===== config.mk =====
export PLATFORM = sky130hd
export DESIGN_NAME = table_collector
export DESIGN_NICKNAME = d
export VERILOG_FILES = /design/src/rtl/table_collector_pkg.sv /design/src/rtl/table_index_gen.sv /design/src/rtl/table_collector.sv
export SDC_FILE = /design/constraint.sdc
export NUM_CORES = 1
export LEC_CHECK = 0
export ABC_AREA = 0
export CAP_MARGIN = 20
export CORE_MARGIN = 2
export CORE_UTILIZATION = 35
export CTS_BUF_LIST = sky130_fd_sc_hd__clkbuf_16
export DETAILED_ROUTE_END_ITERATION = 7
export GPL_TIMING_DRIVEN = 0
export HOLD_SLACK_MARGIN = 0.03
export SYNTH_ARGS = -nofsm -noshare
export SYNTH_HDL_FRONTEND = slang
export SYNTH_SLANG_ARGS = --single-unit

===== constraint.sdc =====
create_clock -name clk -period 8.05 [get_ports clk]
set_clock_uncertainty 0.05 [all_clocks]
set_input_delay 1.61 -clock clk [delete_from_list [all_inputs] [get_ports clk]]
set_output_delay 1.61 -clock clk [all_outputs]
set_load 0.05 [all_outputs]

===== src/rtl/table_collector_pkg.sv =====
// Shared definitions for the 4x4 byte table writer and its read-side counterpart.
// cell_msb() fixes the packing order of the 128-bit table word in one place.
package table_collector_pkg;

    localparam int unsigned TABLE_DIM = 4;
    localparam int unsigned BYTE_W    = 8;
    localparam int unsigned TABLE_W   = 128;

    typedef enum logic {
        FILL,
        FULL
    } state_e;

    // MSB bit position of table[row][col]; table[0][0] sits in the top byte.
    function automatic logic [6:0] cell_msb(input logic [1:0] row, input logic [1:0] col);
        return 7'(TABLE_W - 1 - BYTE_W * (TABLE_DIM * int'(row) + int'(col)));
    endfunction

endpackage


===== src/rtl/table_index_gen.sv =====
// Write index counter for the table collector: 4-bit idx with natural wrap,
// plus the row/col decode selected by COL_MAJOR.
module table_index_gen
    import table_collector_pkg::*;
#(
    parameter bit COL_MAJOR = 1'b0
) (
    input  logic       clk,
    input  logic       rst,
    input  logic       clr,
    input  logic       advance,
    output logic [3:0] idx,
    output logic [1:0] row,
    output logic [1:0] col,
    output logic       last
);

    logic [3:0] idx_d, idx_q;

    always_comb begin
        idx_d = idx_q;
        if (clr) begin
            idx_d = 4'd0;
        end else if (advance) begin
            // 15 + 1 wraps to 0, so idx is already 0 when the table goes FULL
            idx_d = idx_q + 4'd1;
        end
    end

    always_ff @(posedge clk or posedge rst) begin
        if (rst) begin
            idx_q <= 4'd0;
        end else begin
            idx_q <= idx_d;
        end
    end

    always_comb begin
        if (COL_MAJOR) begin
            row = idx_q[1:0];
            col = idx_q[3:2];
        end else begin
            row = idx_q[3:2];
            col = idx_q[1:0];
        end
    end

    assign idx  = idx_q;
    assign last = (idx_q == 4'd15);

endmodule


===== src/rtl/table_collector.sv =====
// Byte-to-table packer: collects 16 bytes into a 4x4 table and hands the whole
// table out as one 128-bit word over a valid/ready handshake.
module table_collector
    import table_collector_pkg::*;
#(
    parameter bit COL_MAJOR = 1'b0
) (
    input  logic         clk,
    input  logic         rst,
    input  logic         clr,
    input  logic         in_valid,
    output logic         in_ready,
    input  logic [7:0]   data_in,
    output logic [1:0]   row,
    output logic [1:0]   col,
    output logic [4:0]   count,
    output logic         out_valid,
    input  logic         out_ready,
    output logic [127:0] data_out
);

    localparam int unsigned Cells = TABLE_DIM * TABLE_DIM;

    state_e            state_d, state_q;
    logic [BYTE_W-1:0] table_d [Cells];
    logic [BYTE_W-1:0] table_q [Cells];
    logic [3:0]        idx;
    logic              last;
    logic              accept;

    assign in_ready  = (state_q == FILL);
    assign out_valid = (state_q == FULL);
    assign accept    = in_ready && in_valid;
    assign count     = out_valid ? 5'd16 : {1'b0, idx};

    table_index_gen #(
        .COL_MAJOR(COL_MAJOR)
    ) u_index_gen (
        .clk    (clk),
        .rst    (rst),
        .clr    (clr),
        .advance(accept && !clr),
        .idx    (idx),
        .row    (row),
        .col    (col),
        .last   (last)
    );

    always_comb begin
        state_d = state_q;
        table_d = table_q;
        if (clr) begin
            state_d = FILL;
            for (int i = 0; i < Cells; i++) begin
                table_d[i] = '0;
            end
        end else begin
            unique case (state_q)
                FILL: begin
                    if (accept) begin
                        table_d[{row, col}] = data_in;
                        if (last) begin
                            state_d = FULL;
                        end
                    end
                end
                FULL: begin
                    if (out_ready) begin
                        state_d = FILL;
                    end
                end
                default: state_d = FILL;
            endcase
        end
    end

    always_ff @(posedge clk or posedge rst) begin
        if (rst) begin
            state_q <= FILL;
            for (int i = 0; i < Cells; i++) begin
                table_q[i] <= '0;
            end
        end else begin
            state_q <= state_d;
            table_q <= table_d;
        end
    end

    always_comb begin
        data_out = '0;
        for (int i = 0; i < Cells; i++) begin
            data_out[cell_msb(2'(i / 4), 2'(i % 4)) -: BYTE_W] = table_q[i];
        end
    end

endmodule


* Word level (Yosys, flattened, before mapping)
Index checks and enable logic that the tools add are counted.
** Word-level totals
- Register bits :: 133
- Input bits :: 13
- Output and inout bits :: 139
- Logic and storage cells :: 46
** Cells by class
- Add/sub/neg operators :: 1
- Magnitude comparators :: 2
- Eq/ne operators :: 2
- Mux-type cells :: 14
- Bitwise gates (word level) :: 2
- Reductions and logical operators :: 7
** Operator list (number)
- 128-bit 2-to-1 mux :: 3
- 128-bit bitwise mux :: 1
- 8-bit demux with 4-bit select :: 1
- 4-bit 2-to-1 mux :: 2
- 8-bit 2-to-1 mux :: 1
- 5-bit >= comparator (second input constant) :: 1
- 5-bit by 1-bit < comparator with 1-bit output (second input constant) :: 1
- 5-bit 2-to-1 mux :: 1
- 4-bit inverter with 5-bit output :: 1
- 4-bit by 1-bit adder with 4-bit output (second input constant) :: 1
- 4-bit == test (second input constant) :: 1
- 1-bit 2-to-1 mux :: 4
- 2-bit nonzero test :: 2
- 1-bit logical AND :: 3
- 2-bit inequality test (second input constant) :: 1
- 1-bit case mux with 2 select lines :: 1
- 2-bit AND reduction :: 1
- 1-bit zero test :: 1
- 1-bit inverter :: 1

* Longest topological paths before layout
Gate-level depths: netlist of the first run.
- Depth after elaboration :: 9
- Mapped depth :: 5
- Gate-level depth less buffers :: 4

* By module
A second synthesis of the first run with hierarchy kept.
** Unflattened totals
- Cells, all modules :: 491
- Area total of the unflattened synthesis :: 6022.0 um^2
** Modules (own cells, without submodules)
- table_collector :: instances 1, cells an instance 469, area an instance 5789.3 um^2, sequential area each 3228.1 um^2
- table_index_gen :: instances 1, cells an instance 22, area an instance 232.7 um^2, sequential area each 100.1 um^2

* Least setup slack after synthesis of the first run
OpenSTA, ideal clock, no wires.
- Path type :: register to output
- From :: register u_index_gen.idx_q[3] (netlist: u_index_gen.idx[3])
- To :: output count[3]
- Arrival :: 1.635 ns
- Setup slack :: 4.755 ns
- Stages on the path, launching flop included :: 3
- Buffers on the path :: 1
- Path through :: dfrtp_1 -> clkbuf_8 -> nor2b_1
** Between the ends
- Word-level cells in the longest chain between the ends :: 1
** RTL lines
- start, declared :: line table_index_gen.sv:18 : logic [3:0] idx_d, idx_q;
- start signal, assigned :: line table_index_gen.sv:34 : idx_q <= idx_d;
- 5-bit 2-to-1 mux :: line table_collector.sv:34 : assign count = out_valid ? 5'd16 : {1'b0, idx};
- end, declared :: line table_collector.sv:16 : output logic [4:0] count,
No other way between the ends.

* Final worst setup path of the first run
- From :: register state_q (netlist: out_valid)
- To :: output count[1]
** Between the ends
- Word-level cells in the longest chain between the ends :: 1
** RTL lines
- start, declared :: line table_collector.sv:24 : state_e state_d, state_q;
- start signal, assigned :: line table_collector.sv:84 : state_q <= state_d;
- 5-bit 2-to-1 mux :: line table_collector.sv:34
No other way between the ends.

==> impl_results.md, run 1 <==
- CP Cell Sequence: buf_4 > nor2_1 > clkdlybuf4s50_1
- Post-Syn Area: between 6000 and 7000 sq um
- DRC viols: 0
- Clock buffer count from CTS: 17
- Final period util: 0.452
- Sequential fraction of the synthesis area: 0.549
- Chip Width: 136 um
- Peak supply drop: 0.000147 V
- Power per cell area: 185 nW/um^2
- Finished Cell Area: 8450 sq um
- PortBufs: 151
- Number of flops mapped to enable cells by yosys: 0
- GRT met3 Usage: 0.0542
- Die Y: about 140 um
- Multi-input logic area: 2520 sq um
- Hold endpoint: data_out[19]
- Hold Crit Depth: 2
- R2R Path End: data_out[30]
- Final Max Tran Viols: 0
- Cell leakage power: 4.26 nW
- Via count: 4137
- R2R depth: 5
- ANT cells: 0
- Critical Path AT: 1.98 ns
- Initial cell density of the core: 0.354
- FF/Latch Area: 3330 sq um
- Post-CTS Setup Bufs: 0
- Initial antenna violation count: 0
- Critical path peak fanout: 10
- WHS: 0.493 ns
- Core Area: 17100 sq um
- Area contributors post-synth: dfrtp_1, mux2i_1, nand2b_1
- Max Cap Viol: 0
- Cell count after synthesis: ~490
- Number of fill cells: 1549
- Total Wirelength: 16400 um
- Hold Buf Count CTS: 0
- Fmax: 275 MHz
- Pin count of the biggest net entering global routing: 80
- Number of clock sinks: 133
- Clock Tree Buf Depth: 2
- Warnings from Yosys: 0
- CP Launch Type: flip-flop
- Commonest cells in the netlist: nand2b_1, dfrtp_1, mux2i_1
- Final global-route overflow total: 0
- Crit path max-delay cell type: clkdlybuf4s50_1
- Status: complete, no violations
- First-pass GRT wire length: 25800 um
- WL per Instance: 18.3 um
- Slew headroom: 0.499
- Mean Syn Cell Area: 12.5 sq um
- Drt first pass iters: 4
- HP Class: reg2reg
- Most frequent cell after synthesis: nand2b_1
- Placed instance count: 862
- Synth top area share: 0.549
- CTS root buf: clkbuf_16
- CP max stage delay: 0.82 ns
- Final Wtd Congestion: about 0.75
- H-tree depth: 4
- CTS resizes: 0
- Grt peak-use layer: met2
- CP Capture Type: primary output
- Placed cell area: just under 8000 sq um
- Post-Syn Nets: 502
- Final ANT Viol Nets: 0
- Prevailing post-synth register cell: dfrtp_1
- Setup tns final: 0 ns
- CP Data Required Time: 6.39 ns
- Synthesized flop and latch total: between 100 and 150
- FP Rows: 48
- Final core occ: 0.494
- Area Overhead vs Synth: 39.4%
- Via density: 4.63
- Io pins: 152
- M1 GR Usage: 0.239
- Worst-Margin Slew: 0.752 ns
- Number of global-route vias before repair: 4583
- Hold path startpoint: data_out[19]
- Met2 Track Usage GR: 0.308
- Worst Setup Path Type: reg2out
- Initial DRC Count: 148
- HPWL after DPL: 11500 um
- Worst R2R Start: u_index_gen.idx[0]
- # setup viols final: 0
- Area leader, netlist: dfrtp_1
- Final Non-Filler Cells: 894
- Die ar.: 18400 sq um
- Final Net Count: 673
- Synth unique cells: 26
- GRT Total Usage: 0.186
- Reg clk slew, reported paths: 0.06 ns
- Flop2flop setup slack: 6.33 ns
- Fin. Hold Viols: 0
- CTS tree: yes
- Share of cells above drive strength 1: 0.0957
- Minimum clock period: 3.64 ns
- RSZ-0062 raised after global routing: no
- Share of synthesized flip-flops with an asynchronous set or reset: 1.00
- Worst skew pair latency: 0.41 ns
==> per-stage QoR <==
| step | total power, mW | worst slack [ns] |
|---|---|---|
| after floorplan | 0.785 | 2.84 |
| after global placement | 0.833 | 1.04 |
| after detailed placement | 0.838 | 4.31 |
| after CTS | 1.58 | 4.37 |
| after global routing | 1.62 | 4.27 |
| final | 1.56 | 4.41 |
==> critical path, delay by kind of cell, from the launching register on <==
family	cells	cell delay (ns)
buffers and inverters	2	1.03
DFF	1	0.42
and+or+nand+nor	1	0.12
==> registers in the layout (all words and copies together) (netlist names) <==
name / cells
out_valid: 1
data_out: 128
u_index_gen.idx: 4
==> cell usage in the layout, fill, tap and decap left out, drive strengths merged, types with 4 or more instances in the layout <==
cell type and n:
clkdlybuf4s50 151, nand2b 137, dfrtp 133, mux2i 129, clkbuf 42, buf 17, nand3 12, clkinv 8
nor2 7, inv 5, nor2b 4, ha 4, clkinvlp 4
==> layout make-up <==
class                      instances  area share
sequential                       133       0.394
timing repair buffer             152       0.182
inverter                           4     0.00237
buffer                            41      0.0234
clock buffer                      17      0.0503
multi-input combinational        307       0.298
clock inverter                    15      0.0164
tap                              225      0.0333
==> how the worst max path moves through the flow <==
stage                          from      endpoint  slack, ns  depth (start not counted)
after detailed placement        clr  data_out[89]       4.31                          6
after CTS                 out_valid      count[1]       4.37                          3
final                     out_valid      count[1]       4.41                          3
after global routing      out_valid      count[1]       4.27                          3
after floorplan                 rst   data_out[0]       2.84                          1
after global placement          rst  data_out[41]       1.04                          2
==> per-layer routing <==
| layer | vias to the layer above | wire, um |
|---|---|---|
| li1 | 1943 | - |
| met1 | 2095 | 7360 |
| met2 | 89 | 8030 |
| met3 | 10 | 801 |
| met4 | 0 | 211 |
| met5 | - | 0 |
==> logic make-up after synthesis <==
family,Yosys count,synth area share
adders and majority gates,4,0.00826
muxes,130,0.215
AOI/OAI and AO/OA,1,0.000825
buffers and inverters,45,0.0351
DFF,133,0.549
and+or+nand+nor,170,0.189
xor gates and xnor gates,2,0.00289
==> where the power goes <==
group	switching [mW]	internal (mW)	leakage (nW)	total [mW]
Clock	0.289	0.451	0.267	0.739
Sequential	0.00600	0.677	1.85	0.683
Combinational	0.0924	0.0482	2.14	0.141
Note: power is estimated with default switching activity, not from simulation.
==> inputs of run 2 (changes only) <==
- clock period: 8.05 -> 3.8 ns (I/O delays scaled with it)
==> run 2 against run 1 <==
Core utilization decreased by 0.18 points; clock power increased by 94%; final cell count decreased by 0.22%; clock-buffer cell count unchanged; combinational power increased by 110%; largest cell class unchanged; largest power group is now registers.
==> impl_results.md, run 2 (synthesized netlist as in run 1, its figures left out) <==
- Status: complete, no violations
- Worst Setup Path Type: reg2out
- GRT Total Usage: 0.187 (+0.00124)
- Cell leakage power: 4.26 nW (about the same)
- Peak supply drop: 0.000301 V (+110%)
- Hold Buf Count CTS: 0 (unchanged)
- HP Class: reg2reg
- Share of cells above drive strength 1: 0.0885 (-0.00721)
- Die Y: 136 um (unchanged)
- Max Cap Viol: 0 (unchanged)
- WHS: 0.489 ns (-0.00333 ns)
- Multi-input logic area: 2520 sq um (unchanged)
- Via count: 4196 (+1.4%)
- CP Capture Type: primary output
- Fin. Hold Viols: 0 (unchanged)
- Number of global-route vias before repair: 4490 (-2.0%)
- Number of flip-flops in the largest register: 128 (unchanged)
- HPWL after DPL: 11700 um (+1.8%)
- CP Cell Sequence: buf_4 > nor2_1 > clkdlybuf4s50_1
- Power per cell area: 378 nW/um^2 (+100%)
- FP Rows: 48 (unchanged)
- Via density: 4.70 (+1.7%)
- Crit path buf inv count: 2 (unchanged)
- Final global-route overflow total: 0 (unchanged)
- Worst skew pair latency: 0.40 ns (about the same)
- Die ar.: 18400 sq um (unchanged)
- Final Max Tran Viols: 0 (unchanged)
- # setup viols final: 0 (unchanged)
- Fmax: 359 MHz
- Most common cell after layout, fill and taps aside: clkdlybuf4s50_1
- CP Depth: 3 (unchanged)
- CTS resizes: 0 (unchanged)
- Final Wtd Congestion: 0.728 (-2.5%)
- FF/Latch Area: 3330 sq um (unchanged)
- Final ANT Viol Nets: 0 (unchanged)
- Chip Width: 136 um (unchanged)
- CP max stage delay: 0.81 ns (about the same)
- DRC viols: 0 (unchanged)
- ANT cells: 0 (unchanged)
- Critical Path AT: 1.98 ns (about the same)
- First-pass GRT wire length: 25800 um (about the same)
- Initial cell density of the core: 0.354 (unchanged)
- Io pins: 152 (unchanged)
- Clock buffer count from CTS: 17 (unchanged)
- Reg clk slew, reported paths: 0.05 ns (about the same)
- Place WS: 0.879 ns (-3.43 ns)
- CTS tree: yes
- Area Overhead vs Synth: 38.9%
- Final Net Count: 675 (+0.30%)
- Hold Crit Depth: 2 (unchanged)
- Final core occ: 0.492 (-0.00175)
- Critical path peak fanout: 10 (unchanged)
- Drt first pass iters: 4 (unchanged)
- H-tree depth: 4 (unchanged)
- Worst setup margin: 1.01 ns (-3.39 ns)
- Number of clock sinks: 133 (unchanged)
- Clock Tree Buf Depth: 2 (unchanged)
- Post-CTS Setup Bufs: 0 (unchanged)
- Final period util: 0.733
- Minimum clock period: roughly 2.8 ns
- PortBufs: 151 (unchanged)
- Pin count of the biggest net entering global routing: 43 (-46%)
- Crit path max-delay cell type: clkdlybuf4s50_1
- Setup tns final: 0 ns (unchanged)
- CTS root buf: clkbuf_16
- Total power: 3.18 mW (+100%)
- Slew headroom: 0.488 (-0.0112)
- Initial DRC Count: 168 (+14%)
- Total Wirelength: 16600 um (+0.98%)
- Commonest non-fill, non-tap cells in the layout: clkdlybuf4s50_1, nand2b_1, dfrtp_1, mux2i_1, clkbuf_1
- Core Area: 17100 sq um (unchanged)
- CP Data Required Time: 2.99 ns (-3.40 ns)
- Worst-Margin Slew: 0.769 ns (+0.0168 ns)
- Initial antenna violation count: 0 (unchanged)
- Top delay family on crit path: buffers and inverters
- RSZ-0062 raised after global routing: no
- WL per Instance: 18.6 um (+1.2%)
- R2R depth: 5 (unchanged)
- Number of fill cells: 1573 (+1.5%)
- CP Launch Type: flip-flop
[run 2: changes by cell type in the layout (fill, tap and decap cells not counted), sizes merged]
cell      before  now
buf           17   19
bufinv         2    1
clkinv         8    3
clkinvlp       4    3
inv            5    8
[run 2: final cells by class]
| type | instances | share of cell area |
|---|---|---|
| multi-input combinational | 307 | 0.299 |
| inverter | 4 | 0.00223 |
| clock inverter | 11 | 0.00921 |
| buffer | 41 | 0.0235 |
| tap | 225 | 0.0334 |
| clock buffer | 17 | 0.0505 |
| sequential | 133 | 0.395 |
| timing repair buffer | 154 | 0.187 |
[run 2: per-stage QoR]
stage | cells | cell area (sq um)
after floorplan | 485 | 6060
after global placement | 861 | 7860
after detailed placement | 864 | 7920
after CTS | 892 | 8420
after global routing | 892 | 8420
final | 892 | 8420
[run 2: tightest hold or removal path, stage by stage (launching register included)]
cell and delay [ns]:
dfrtp_1 0.37, nand2b_1 0.07, mux2i_1 0.06
[run 2: metal layers]
metal	routed length, um	track usage	vias to the layer above
li1	-	-	1948
met5	0	0	-
met2	8190	0.308	101
met4	176	0.0532	0
met3	812	0.0486	12
met1	7380	0.245	2135
[run 2: power breakdown]
part	switching (mW)	total [mW]	internal [mW]	leakage, nW
sequential	0.0131	1.45	1.43	1.85
combinational	0.196	0.301	0.105	2.15
clock	0.569	1.43	0.865	0.260
[run 2: path summary, 6_finish.rpt]
path / start / to / slack (ns)
min in group asynchronous: rst / data_out[123] / 0.70
hold reg to reg: data_out[19] / data_out[19] / 0.49
max in group asynchronous: rst / data_out[51] / 1.88
setup / recovery: out_valid / count[0] / 1.01
setup reg to reg: u_index_gen.idx[1] / data_out[30] / 2.07
hold / removal: data_out[19] / data_out[19] / 0.49
==> inputs of run 3 (changes only) <==
- clock period: 3.8 -> 2.27 ns (I/O delays scaled with it)
==> run 3 against run 2 <==
Power is 67% higher; routed wire length is 0.36% higher; largest cell class unchanged; critical path depth is 2 lower.
==> impl_results.md, run 3 (synthesized netlist as in run 1, its figures left out) <==
- Status: complete, no violations
- Internal Pwr Total: 4.02 mW (+67%)
- Flop2flop setup slack: 0.54 ns (-1.53 ns)
- Crit path buf inv count: 1 (-1)
- Number of fill cells: 1576 (+0.19%)
- Clock Tree Buf Depth: 2 (unchanged)
- Crit path max-delay cell type: clkdlybuf4s50_1
- Clk pwr share: 0.451 (about the same)
- WHS: 0.394 ns (-0.0950 ns)
- Place WS: -0.345 ns (-1.22 ns)
- Chip Width: 136 um (unchanged)
- Cell leakage power: 4.30 nW (+0.97%)
- Power per cell area: 633 nW/um^2 (+68%)
- CTS root buf: clkbuf_16
- Via density: 4.70 (unchanged)
- CP Cell Sequence: clkdlybuf4s50_1
- Worst R2R Start: u_index_gen.idx[1]
- H-tree depth: 4 (unchanged)
- Top delay family on crit path: buffers and inverters
- Max Cap Viol: 0 (unchanged)
- Initial antenna violation count: 0 (unchanged)
- CP max stage delay: 0.84 ns (+0.03 ns)
- M1 GR Usage: 0.245 (unchanged)
- Final Max Tran Viols: 0 (unchanged)
- Hold Buf Count CTS: 0 (unchanged)
- Share of cells above drive strength 1: 0.0900 (+0.00150)
- Worst-Margin Slew: 0.756 ns (-0.0122 ns)
- Total Wirelength: 16600 um (+0.36%)
- Via count: 4196 (unchanged)
- Core Area: 17100 sq um (unchanged)
- Slew headroom: 0.496 (+0.00814)
- FP Rows: 48 (unchanged)
- Die ar.: 18400 sq um (unchanged)
- HPWL after DPL: 11700 um (unchanged)
- DRC viols: 0 (unchanged)
- R2R Path End: data_out[30]
- Final Net Count: 675 (unchanged)
- Fin. Hold Viols: 0 (unchanged)
- FF/Latch Area: 3330 sq um (unchanged)
- RSZ-0062 raised after global routing: no
- CTS tree: yes
- Initial cell density of the core: 0.354 (unchanged)
- Most common cell after layout, fill and taps aside: clkdlybuf4s50_1
- Number of flip-flops in the largest register: 128 (unchanged)
- Io pins: 152 (unchanged)
- Placed cell area: 7920 sq um (unchanged)
- Drt first pass iters: 4 (unchanged)
- PortBufs: 151 (unchanged)
- CP Data Required Time: 1.77 ns (-1.22 ns)
- # setup viols final: 0 (unchanged)
- ANT cells: 0 (unchanged)
- Initial DRC Count: 171 (+1.8%)
- Multi-input logic area: 2520 sq um (unchanged)
- Flop pwr share: 0.455 (about the same)
- Fmax: 456 MHz
- Total power: 5.33 mW (+67%)
- Finished Cell Area: 8420 sq um (about the same)
- First-pass GRT wire length: 25800 um (-0.13%)
- GRT met3 Usage: 0.0486 (unchanged)
- Die Y: 136 um (unchanged)
- Commonest non-fill, non-tap cells in the layout: clkdlybuf4s50_1, nand2b_1, dfrtp_1, mux2i_1, clkbuf_1
- Pin count of the biggest net entering global routing: 43 (unchanged)
- Final period util: 0.967
- Critical Path AT: 1.69 ns (-0.29 ns)
- Peak supply drop: 0.000512 V (+70%)
- Final core occ: 0.492 (about the same)
- Final Wtd Congestion: 0.728 (unchanged)
- Grt peak-use layer: met2
- Combinational share of power: 0.094 (about the same)
- Worst Setup Path Type: reg2out
- Minimum clock period: 2.20 ns
- Reg clk slew, reported paths: 0.05 ns (about the same)
- Worst setup margin: 0.0748 ns (-0.939 ns)
- Critical path peak fanout: 6 (-4)
- WL per Instance: 18.6 um (+0.36%)
- Final global-route overflow total: 0 (unchanged)
- HP Class: in2async
- Final ANT Viol Nets: 0 (unchanged)
- Number of global-route vias before repair: 4482 (-0.18%)
- Area Overhead vs Synth: 38.9% (about the same)
- CP Capture Type: primary output
- R2R depth: 5 (unchanged)
- Met2 Track Usage GR: 0.307 (-0.000561)
- Psw: 1.31 mW (+68%)
- Net Sw Frac: 0.246 (+0.00115)
- CP Launch Type: flip-flop
- GRT Total Usage: 0.187 (about the same)
- Clock buffer count from CTS: 17 (unchanged)
- Number of clock sinks: 133 (unchanged)
- Worst skew pair latency: 0.41 ns (about the same)
==> run 3: power by group through the flow <==
stage	clock network [mW]	registers [mW]	logic (mW)
global route	2.55	2.42	0.541
global placement	0	2.46	0.496
detailed placement	0	2.46	0.513
floorplan	0	2.56	0.226
CTS	2.44	2.42	0.512
finish	2.41	2.42	0.502
==> run 3: how the worst max path moves through the flow <==
| stage | endpoint | start | slack (ns) | cells after the start |
|---|---|---|---|---|
| final | col[1] | u_index_gen.idx[1] | 0.07 | 1 |
| after global placement | data_out[44] | rst | -1.12 | 2 |
| after floorplan | data_out[0] | rst | 0.11 | 1 |
| after global routing | data_out[88] | clr | 0.004 | 6 |
| after detailed placement | data_out[76] | clr | -0.34 | 5 |
| after CTS | count[4] | out_valid | 0.02 | 2 |
==> run 3: final cells by class <==
| cell class | instances | share of cell area |
|---|---|---|
| sequential | 133 | 0.395 |
| multi-input combinational | 307 | 0.299 |
| timing repair buffer | 154 | 0.186 |
| clock buffer | 17 | 0.0505 |
| tap | 225 | 0.0334 |
| buffer | 41 | 0.0235 |
| clock inverter | 11 | 0.00922 |
| inverter | 4 | 0.00223 |
==> run 3: through the flow <==
step / instances / TNS (ns)
finish: 892 / 0
global route: 892 / 0
CTS: 892 / 0
detailed placement: 864 / -19.75
global placement: 861 / -163.38
floorplan: 485 / 0
==> run 3: metal layers <==
| metal | wire length [um] | vias to the layer above |
|---|---|---|
| met3 | 746 | 12 |
| li1 | - | 1945 |
| met5 | 0 | - |
| met2 | 8220 | 102 |
| met1 | 7460 | 2137 |
| met4 | 187 | 0 |
==> run 3: repair_timing <==
item,in CTS,in global routing
setup endpoints to repair,5,4
buffers inserted,0,0
gates resized for setup,5,5
